## config.mk

```make
export PLATFORM = sky130hd
export DESIGN_NAME = seq_recognizer_param
export DESIGN_NICKNAME = d
export VERILOG_FILES = /design/src/rtl/seq_recognizer_param.sv
export SDC_FILE = /design/constraint.sdc
export NUM_CORES = 1
export LEC_CHECK = 0
export BUFFER_PORTS_ARGS = -buffer_cell sky130_fd_sc_hd__buf_2
export CAP_MARGIN = 20
export CORE_MARGIN = 4
export CORE_UTILIZATION = 36
export DETAILED_ROUTE_END_ITERATION = 8
export GPL_ROUTABILITY_DRIVEN = 0
export PLACE_DENSITY = 0.64
export SLEW_MARGIN = 20
export SYNTH_ARGS = -nofsm -noshare
export SYNTH_HDL_FRONTEND = slang
export SYNTH_SLANG_ARGS = --single-unit
export TNS_END_PERCENT = 20
```

## constraint.sdc

```tcl
create_clock -name CLK -period 4.8 [get_ports CLK]
set_clock_uncertainty 0.15 [all_clocks]
set_input_delay 0.24 -clock CLK [delete_from_list [all_inputs] [get_ports CLK]]
set_output_delay 0.24 -clock CLK [all_outputs]
set_load 0.01 [all_outputs]
```

## src/rtl/seq_recognizer_param.sv

```systemverilog
// Streaming recognizer: compares a runtime-programmed pattern against a sliding window of the
// most recent characters and pulses match on each hit, with a saturating hit counter.
module seq_recognizer_param #(
  parameter int unsigned CHAR_W  = 7,
  parameter int unsigned MAX_LEN = 8,
  parameter int unsigned CNT_W   = 8,
  localparam int unsigned IDX_W  = $clog2(MAX_LEN),
  localparam int unsigned LEN_W  = $clog2(MAX_LEN + 1)
) (
  input  logic              CLK,
  input  logic              RST,
  input  logic              cfg_we,
  input  logic [IDX_W-1:0]  cfg_idx,
  input  logic [CHAR_W-1:0] cfg_char,
  input  logic [LEN_W-1:0]  cfg_len,
  input  logic              mode_ovl,
  input  logic              in_valid,
  input  logic [CHAR_W-1:0] in_char,
  output logic              match,
  output logic [CNT_W-1:0]  match_cnt,
  output logic              armed
);

  logic [CHAR_W-1:0] win_q [MAX_LEN];
  logic [CHAR_W-1:0] win_d [MAX_LEN];
  logic [CHAR_W-1:0] pat_q [MAX_LEN];
  logic [CHAR_W-1:0] pat_d [MAX_LEN];
  logic [LEN_W-1:0]  len_q, len_d;
  logic [LEN_W-1:0]  fill_q, fill_d;
  logic              match_q, match_d;
  logic [CNT_W-1:0]  cnt_q, cnt_d;
  logic              shift, eq, hit;

  assign armed     = (len_q != '0) && (len_q <= LEN_W'(MAX_LEN));
  assign match     = match_q;
  assign match_cnt = cnt_q;

  always_comb begin
    win_d   = win_q;
    pat_d   = pat_q;
    len_d   = len_q;
    fill_d  = fill_q;
    match_d = 1'b0;
    cnt_d   = cnt_q;
    eq      = 1'b1;
    hit     = 1'b0;
    // A config write in the same cycle drops the input character.
    shift   = in_valid && !cfg_we;

    if (shift) begin
      win_d[0] = in_char;
      for (int k = 1; k < int'(MAX_LEN); k++) begin
        win_d[k] = win_q[k-1];
      end
      if (fill_q != LEN_W'(MAX_LEN)) begin
        fill_d = fill_q + LEN_W'(1);
      end
    end

    // Oldest character of the last len entries lines up with pat[0].
    for (int i = 0; i < int'(MAX_LEN); i++) begin
      int idx;
      idx = int'(len_q) - 1 - i;
      if (i < int'(len_q) && idx >= 0 && idx < int'(MAX_LEN)) begin
        if (win_d[idx[IDX_W-1:0]] != pat_q[i]) begin
          eq = 1'b0;
        end
      end
    end

    hit = shift && armed && (fill_d >= len_q) && eq;
    if (hit) begin
      match_d = 1'b1;
      if (cnt_q != '1) begin
        cnt_d = cnt_q + CNT_W'(1);
      end
      if (!mode_ovl) begin
        fill_d = '0;
      end
    end

    if (cfg_we) begin
      if (int'(cfg_idx) < int'(MAX_LEN)) begin
        pat_d[cfg_idx] = cfg_char;
      end
      len_d  = cfg_len;
      fill_d = '0;
    end
  end

  always_ff @(posedge CLK) begin
    if (RST) begin
      win_q   <= '{default: '0};
      pat_q   <= '{default: '0};
      len_q   <= '0;
      fill_q  <= '0;
      match_q <= 1'b0;
      cnt_q   <= '0;
    end else begin
      win_q   <= win_d;
      pat_q   <= pat_d;
      len_q   <= len_d;
      fill_q  <= fill_d;
      match_q <= match_d;
      cnt_q   <= cnt_d;
    end
  end

endmodule

```

# Yosys cells after proc, flatten, opt, wreduce, memory -nomap -nowiden
# Index checks and enable logic that the tools add are counted.
totals:
  output_inout_bits: 10
  input_bits: 26
  ff_bits: 129
op_classes:
  reduce_logical: 26
  n_eq_ne: 10
  order_cmp: 36
  bitwise: 9
  addsub: 10
  muxes: 49
op_table:
  columns: ["cell", "n"]
  rows:
  - ["$ge A32 B1 Y1 const B", 6]
  - ["$lt A32 B5 Y1 const B", 6]
  - ["$bmux W7 S3", 8]
  - ["$mux W7", 17]
  - ["$bwmux W56", 1]
  - ["$mux W56", 1]
  - ["$ne A7 B7 Y1", 8]
  - ["$ge A4 B4 Y1 const B", 9]
  - ["$not A3 Y4", 9]
  - ["$sub A5 B4 Y6 const B", 4]
  - ["$logic_and A1 B1 Y1", 22]
  - ["$demux W7 S3", 1]
  - ["$mux W1", 17]
  - ["$lt A3 B4 Y1 const A", 4]
  - ["$mux W4", 4]
  - ["$sub A5 B3 Y6 const B", 2]
  - ["$add A8 B1 Y8 const B", 1]
  - ["$lt A1 B4 Y1 const A", 2]
  - ["$lt A2 B4 Y1 const A", 2]
  - ["$ne A8 B8 Y1 const B", 1]
  - ["$ge A6 B1 Y1 const B", 1]
  - ["$lt A6 B5 Y1 const B", 1]
  - ["$sub A5 B2 Y6 const B", 1]
  - ["$ge A5 B1 Y1 const B", 1]
  - ["11 further kinds", 11]

# Depth between registers and ports, before layout
# Gate-level depths: netlist of the first run.
logic_depth:
  depth_word: 25
  ltp_mapped: 20
  depth_no_buf: 17

# Worst setup path after synthesis of the first run
# OpenSTA, ideal clock, no wires.
synth_timing:
  path_kind: "flip-flop to flip-flop"
  start: "reg len_q[0]"
  end: "reg cnt_q[5] (netlist: match_cnt[5])"
  synth_period_minus_slack_ns: 4.714
  setup_slack_ns: 0.086
  stages_incl_launch_ff: 17
  path_buffers: 5
  setup_time_ns: 0.070
  t_arrival_ns: 4.494
  path_cell_list: "dfxtp_1 > buf_2 > inv_2 > buf_1 > ha_1 > clkbuf_1 > xor2_1 > buf_2 > mux4_2 > xnor2_1 > and4_1 > nand4_1 > a211oi_2 > nand4b_1 > buf_2 > or3_1 > a21oi_1"
synth_via:
  elab_chain_len: 24
  elab_cells_between_ends: 112
  classes_between: "add/sub: 8; order compare: 26; eq/ne: 8; mux: 40; bitwise: 8; reduce/logical: 22"
synth_lines:
  columns: ["element", "line_no", "source"]
  rows:
  - ["from (decl)", "28", "logic [LEN_W-1:0] len_q, len_d;"]
  - ["from (signal assigned)", "102", "len_q <= len_d;"]
  - ["parallel branches: the longest is 22 deep, another holds $ge A32 B1 Y1", null, null]
  - ["$logic_and A1 B1 Y1 *", "71", "hit = shift && armed && (fill_d >= len_q) && eq;"]
  - ["$reduce_and A2 Y1 (no line) *", null, null]
  - ["to (signal assigned)", "105", "cnt_q <= cnt_d;"]
  - ["to (decl)", "31", "logic [CNT_W-1:0] cnt_q, cnt_d;"]
# Mark *: on every way between the ends. The select of a mux whose other input is x is not followed.
# A chain may end at the register's enable or synchronous reset.

# Final worst setup path of the first run
layout_timing:
  start: "reg len_q[0]"
  end: "reg cnt_q[6] (netlist: match_cnt[6])"
# Same word-level chain as after synthesis.

==> results of run 1 <==
==> cells by family after synthesis <==
logic type,after synthesis,share of synthesized area (%)
compound gates,121,9.73
buf+inv,78,4.24
fa+ha+maj,19,2.95
simple gates,249,14.4
flops,129,32.0
mux,191,30.1
xor+xnor,60,6.52
==> layout make-up <==
cell class	instances	area [µm²]
Sequential cell	129	2580
Tap cell	280	350
Clock inverter	13	175
Fill cell	2120	12700
Multi-Input combinational cell	640	5160
Inverter	13	48.8
Clock buffer	18	439
Timing Repair Buffer	74	528
==> metrics by stage <==
step | setup WS (ns) | std cells
after floorplan | 0.0862 | 847
after global placement | 0.336 | 1120
after detailed placement | 0.196 | 1120
after CTS | 0.149 | 1163
after global routing | 0.00989 | 1167
final | 0.399 | 1167
==> cells in the mapped netlist, types with 5 or more instances <==
| cell type | number |
|---|---|
| nand3_1 | 17 |
| mux4_2 | 41 |
| and3_1 | 6 |
| ha_1 | 19 |
| nor3_1 | 6 |
| a211oi_1 | 15 |
| inv_1 | 12 |
| nand4b_1 | 5 |
| buf_1 | 9 |
| clkbuf_1 | 36 |
| nor2_1 | 124 |
| xor2_1 | 23 |
| mux2i_1 | 147 |
| a22o_1 | 6 |
| or3_1 | 8 |
| nand2_1 | 43 |
| a21oi_1 | 50 |
| a22oi_1 | 10 |
| o22ai_1 | 5 |
| buf_2 | 14 |
| nand4_1 | 7 |
| dfxtp_1 | 129 |
| nor4_1 | 8 |
| and3b_1 | 8 |
| o21ai_0 | 14 |
| nor2b_1 | 6 |
| xnor2_1 | 37 |
==> tightest hold or removal path, stage by stage <==
cell and delay (ns):
buf_2 0.17, nand2_1 0.08, a21oi_1 0.05
==> what timing repair did <==
action / in CTS / in global routing
buffers inserted: 0 / 2
endpoints found under the hold margin: 13 / 1
endpoints found under the setup margin: 0 / 12
gates resized for setup: 0 / 1
hold buffers: 12 / 1
==> state kept, by name, indices dropped and copies added (netlist names) <==
signal / count
len_q: 4
match: 1
match_cnt: 8
fill_q: 4
pat_q: 56
win_q: 56
==> where the power goes <==
group | leakage, µW | total [µW] | internal, µW | switching, µW
registers | 0.00104 | 1110 | 1090 | 16.7
clock network | 0.000294 | 1360 | 837 | 521
logic | 0.00253 | 530 | 226 | 304
==> worst max path at each step <==
stage                                startpoint                        end  slack, ns  cells past startpoint
final                     len_q[0]$_SDFFE_PP0P_  match_cnt[6]$_SDFFE_PP0P_       0.40                     11
after global routing      len_q[1]$_SDFFE_PP0P_  match_cnt[6]$_SDFFE_PP0P_       0.01                     11
after CTS                 len_q[0]$_SDFFE_PP0P_  match_cnt[4]$_SDFFE_PP0P_       0.15                     12
after detailed placement  len_q[1]$_SDFFE_PP0P_  match_cnt[4]$_SDFFE_PP0P_       0.20                     14
after global placement    len_q[1]$_SDFFE_PP0P_  match_cnt[3]$_SDFFE_PP0P_       0.34                     14
after floorplan           len_q[0]$_SDFFE_PP0P_  match_cnt[5]$_SDFFE_PP0P_       0.09                     16
==> cell usage in the layout (no fill, tap or decap), drive strengths merged, types with 7 or more instances in the layout <==
cell type	Yosys	layout
clkbuf	37	18
nand2	43	43
and3b	8	8
a22oi	10	10
dlygate4sd3	0	13
a211oi	16	16
or3	8	8
a21oi	50	50
dfxtp	129	129
xor2	23	23
nand4	7	7
o21ai	14	14
inv	13	18
mux2i	147	147
nand3	17	17
mux4	41	41
xnor2	37	37
nor2	124	124
nor4	9	9
buf	28	61
ha	19	19
==> metal layers <==
metal / vias up / track usage [%]
li1: 3122 / -
met4: 0 / 7.01
met1: 3184 / 23.6
met5: - / 0
met3: 41 / 4.05
met2: 190 / 29.1
==> run_results.csv, run 1 <==
group,metric,value,unit
timing,rsz0062_at_grt,"no",
worst_hold_path,hp-class,"in -> reg",
timing,holdWs,0.0144,ns
place,dp_hpwl,16300,µm
clock_tree,htreeDepth,4,
floorplan,fp.dieH,158,µm
grt,grt_max_degree,96,
floorplan,rows,54,
yosys,yosys_warnings,0,
route,m1WireLength,9860,µm
route,drcViolationCount,0,
clock_tree,clockRootBuffer,"clkbuf_16",
yosys,ys_types,55,
floorplan,ios,36,
pwr,power_leakage,0.00387,µW
worst_setup_path,ff2ff_path_depth,11,
timing,final.min_clock_period,4.40,ns
yosys,ys.flop_type,"dfxtp_1",
worst_hold_path,whs_endpoint,"pat_q[50]$_SDFFE_PP0P_",
timing,tightest_slew,1.02,ns
route,wl_met3,1070,µm
timing,finalCritPeriodShare,91.7,%
place,port_buffers,35,
yosys,syn_area_per_cell,9.52,µm²
place,place_area,8510,µm²
route,finalWirelength,22200,µm
worst_setup_path,critPathLaunchType,"flop",
clock_tree,cts_buffers,17,
finish,num_antenna_cells,0,
grt,antenna_found_initial,0,
route,wl_per_cell,19.0,µm
clock_tree,cts_sinks,129,
route,ant_nets,0,
timing,relSlewSlack,32.3,%
worst_hold_path,whs_path_depth,3,
worst_setup_path,path_delay_family,"simple AND/OR/NAND/NOR gates",
timing,fmax,0.227,GHz
outcome,status,"completed",
yosys,synth_nets,892,
pwr,cellPowerDensity,322,nW/µm²
yosys,yosys.area.top_type_share,32.0,%
worst_hold_path,min_from,"cfg_char[1]",
route,vias,6537,
worst_setup_path,critPathMaxFanout,50,
timing,slew_viol_final,0,
clock_tree,cts_buffer_depth,2,
worst_setup_path,timing.rr.end,"match_cnt[6]$_SDFFE_PP0P_",
worst_setup_path,cp_slowest_cell,"mux4_2",
grt,overflow,0,
pwr,power,2990,µW
yosys,yosys_register_bits,129,
finish,area_delta_synth_final,15.2,%
worst_setup_path,worst-path-buf-inv,1,
worst_setup_path,worstPathCellList,"buf_4 -> ha_1 -> or2_2 -> mux4_2 -> xnor2_1 -> nand4_1 -> nand4b_1 -> a2111o_1 -> nor4_1 -> and4b_1 -> nor3_1",
yosys,synth_edf_count,0,
floorplan,start_util,36.7,%
yosys,ys_seq_area_share,32.0,%
pwr,peakVddDrop,0.000155,V
finish,drive_gt1_share,16.6,%
worst_setup_path,criticalPathCategory,"reg -> reg",
route,firstDrtPassIters,5,
worst_setup_path,r2r_setup_slack,0.40,ns
yosys,synthCells,847,
floorplan,die_w,158,µm
finish,final_cell_area,9290,µm²
route,met2WireLength,10600,µm
grt,grt_pass1_wl,34500,µm
yosys,netlist_area,8060,µm²
clock_tree,cts_tree,"yes",
timing,hold_viol_final,0,
yosys,yosysTopAreaCell,"dfxtp_1",
finish,nets,920,
route,drt_iter0_drc,518,
clock_tree,clk_pin_slew,0.06,ns
yosys,ys_top_cells_by_area,"dfxtp_1, mux2i_1, mux4_2",
worst_setup_path,worstPathRequired,4.92,ns
run,maxCapViolations,0,
worst_setup_path,worstPathArrival,4.52,ns
route,viasPerCell,5.60,
route,highest_layer,"met4",
floorplan,dieArea,24900,µm²
worst_setup_path,cpPeakStageDelay,0.60,ns
grt,grt.total_usage,18.0,%
worst_setup_path,rr_startpoint,"len_q[0]$_SDFFE_PP0P_",
yosys,synthArstFlopShare,0,%
timing,finalSetupViolations,0,
floorplan,core_area,22000,µm²
grt,grt_pass1_vias,6199,
finish,fin_util,42.3,%
timing,fin_setup_tns,0,ns
worst_setup_path,crit_path_end_kind,"flop",
clock_tree,clk_latency,0.43,ns
(Power assumes the default switching activity.)
==> run 2: changes to the inputs <==
Settings changed: CTS_BUF_LIST from default to sky130_fd_sc_hd__clkbuf_4.
==> run_results.csv, run 2 (synthesis gave the netlist of run 1 again) <==
group,metric,value,unit
outcome,status,"completed",
timing,tightest_slew,1.02,ns
worst_setup_path,rr_startpoint,"len_q[1]$_SDFFE_PP0P_",
worst_setup_path,worstPathRequired,5.08,ns
clock_tree,cts_buffers,17,
route,finalWirelength,22100,µm
place,port_buffers,35,
floorplan,core_area,22000,µm²
grt,grt_pass1_wl,34700,µm
clock_tree,clk_pin_slew,0.12,ns
clock_tree,cts_sinks,129,
timing,fin_setup_tns,0,ns
finish,final_cell_mix,"mux2i_1, dfxtp_1, nor2_1",
clock_tree,htreeDepth,4,
worst_setup_path,cp_common_cell,"nor4_1",
route,ant_nets,0,
grt,grt.total_usage,18.1,%
grt,grt_max_degree,96,
grt,overflow,0,
route,vias,6632,
floorplan,start_util,36.7,%
finish,final_common_cell,"mux2i_1",
worst_setup_path,r2r_setup_slack,0.45,ns
worst_hold_path,whs_endpoint,"win_q[3]$_SDFF_PP0_",
pwr,power_leakage,0.00379,µW
place,dp_hpwl,16300,µm
worst_setup_path,cp-startpoint,"len_q[1]$_SDFFE_PP0P_",
floorplan,die_w,158,µm
clock_tree,cts_tree,"yes",
place,place_inst,1120,
worst_hold_path,hp-class,"in -> reg",
grt,grt_pass1_vias,6276,
timing,final.min_clock_period,4.35,ns
route,viasPerCell,5.60,
clock_tree,clockRootBuffer,"clkbuf_4",
finish,stdcell_count,1184,
worst_setup_path,criticalPathCategory,"reg -> reg",
worst_hold_path,min_from,"in_valid",
run,maxCapViolations,0,
worst_setup_path,cp_slowest_cell,"mux4_2",
route,wl_per_cell,18.7,µm
timing,rsz0062_at_grt,"no",
timing,finalCritPeriodShare,90.7,%
timing,hold_viol_final,0,
worst_setup_path,cpPeakStageDelay,0.63,ns
finish,nets,935,
timing,relSlewSlack,32.3,%
route,drt_iter0_drc,547,
worst_setup_path,timing.rr.end,"match_cnt[6]$_SDFFE_PP0P_",
finish,drive_gt1_share,16.2,%
route,drcViolationCount,0,
worst_setup_path,crit_path_end_kind,"flop",
worst_setup_path,critPathLaunchType,"flop",
floorplan,fp.dieH,158,µm
timing,finalSetupViolations,0,
worst_setup_path,worstPathArrival,4.63,ns
clock_tree,clk_latency,0.58,ns
worst_setup_path,worstPathCellList,"inv_1 -> ha_1 -> xor2_2 -> mux4_2 -> xor2_1 -> nor4_1 -> a41oi_1 -> a2111o_1 -> nor4_1 -> and4b_1 -> nor3_1",
floorplan,dieArea,24900,µm²
worst_setup_path,critPathMaxFanout,9,
finish,area_delta_synth_final,13.3,%
clock_tree,cts_buffer_depth,2,
route,firstDrtPassIters,5,
pwr,cellPowerDensity,269,nW/µm²
floorplan,rows,54,
timing,fmax,0.230,GHz
worst_setup_path,ff2ff_path_depth,11,
floorplan,ios,36,
worst_hold_path,whs_path_depth,4,
timing,slew_viol_final,0,
grt,antenna_found_initial,2,
pwr,peakVddDrop,0.000138,V
run 2: cell count changes in the layout (fill, tap and decap cells not counted):
cell and change:
clkbuf_8 -1, diode_2 +2, clkbuf_4 +17, clkinv_1 +1
dlygate4sd3_1 +15, clkbuf_16 -17
run 2: how the worst max path moves through the flow:
stage                           endpoint  slack (ns)  cells past startpoint
2_1_floorplan  match_cnt[5]$_SDFFE_PP0P_        0.09                     16
6_report       match_cnt[6]$_SDFFE_PP0P_        0.45                     11
5_1_grt        match_cnt[6]$_SDFFE_PP0P_        0.04                     11
3_5_place_dp   match_cnt[4]$_SDFFE_PP0P_        0.20                     14
3_3_place_gp   match_cnt[3]$_SDFFE_PP0P_        0.34                     14
4_1_cts        match_cnt[5]$_SDFFE_PP0P_        0.19                     14
run 2: per-stage QoR:
step                utilization (%)  setup WS, ns  power, µW  hold slack [ns]  instance area, µm²
finish                         41.6         0.449       2460           0.0872                9140
global route                   41.6        0.0352       2580           0.0833                9140
CTS                            41.4         0.189       2480           0.0533                9100
detailed placement             38.8         0.196       1640            0.310                8510
global placement               38.8         0.336       1630            0.311                8510
floorplan                         -        0.0862       1500            0.237                8060
run 2: final cells by class:
type | count | area [µm²]
inverters | 13 | 48.8
clock buffers | 17 | 128
flip-flops and latches | 129 | 2580
well taps | 280 | 350
repair buffers | 89 | 678
diodes | 2 | 5.00
multi-input cells | 640 | 5160
clock inverters | 14 | 179
fillers | 2153 | 12800
run 2: metal layers:
layer | wire length [µm] | GRT usage [%] | part of all wire [%]
met3 | 1160 | 3.91 | 5.2
met2 | 10700 | 29.4 | 48
met1 | 9680 | 24.0 | 44
met4 | 612 | 5.94 | 2.8
met5 | 0 | 0 | 0
run 2: worst max-delay path, delay by kind of cell (launching register included):
kind                     cells  cell delay, ns
AND/OR/NAND/NOR              4            1.01
XOR/XNOR                     2            0.70
AO/OA/AOI/OAI                2            0.65
multiplexers                 1            0.63
adder cells (fa/ha/maj)      1            0.51
flip-flops                   1            0.42
buffers and inverters        1            0.14
run 2: timing repair:
action                     4_1_cts  5_1_grt
hold endpoints to repair        71        0
hold buffers                    28        0
setup buffers                    0        2
resized for setup                0        1
setup endpoints to repair        0       10
run 2: power breakdown:
group	switching [µW]	total, µW	internal [µW]
Combinational	303	535	232
Clock	453	819	366
Sequential	16.5	1100	1090
Total	773	2460	1690
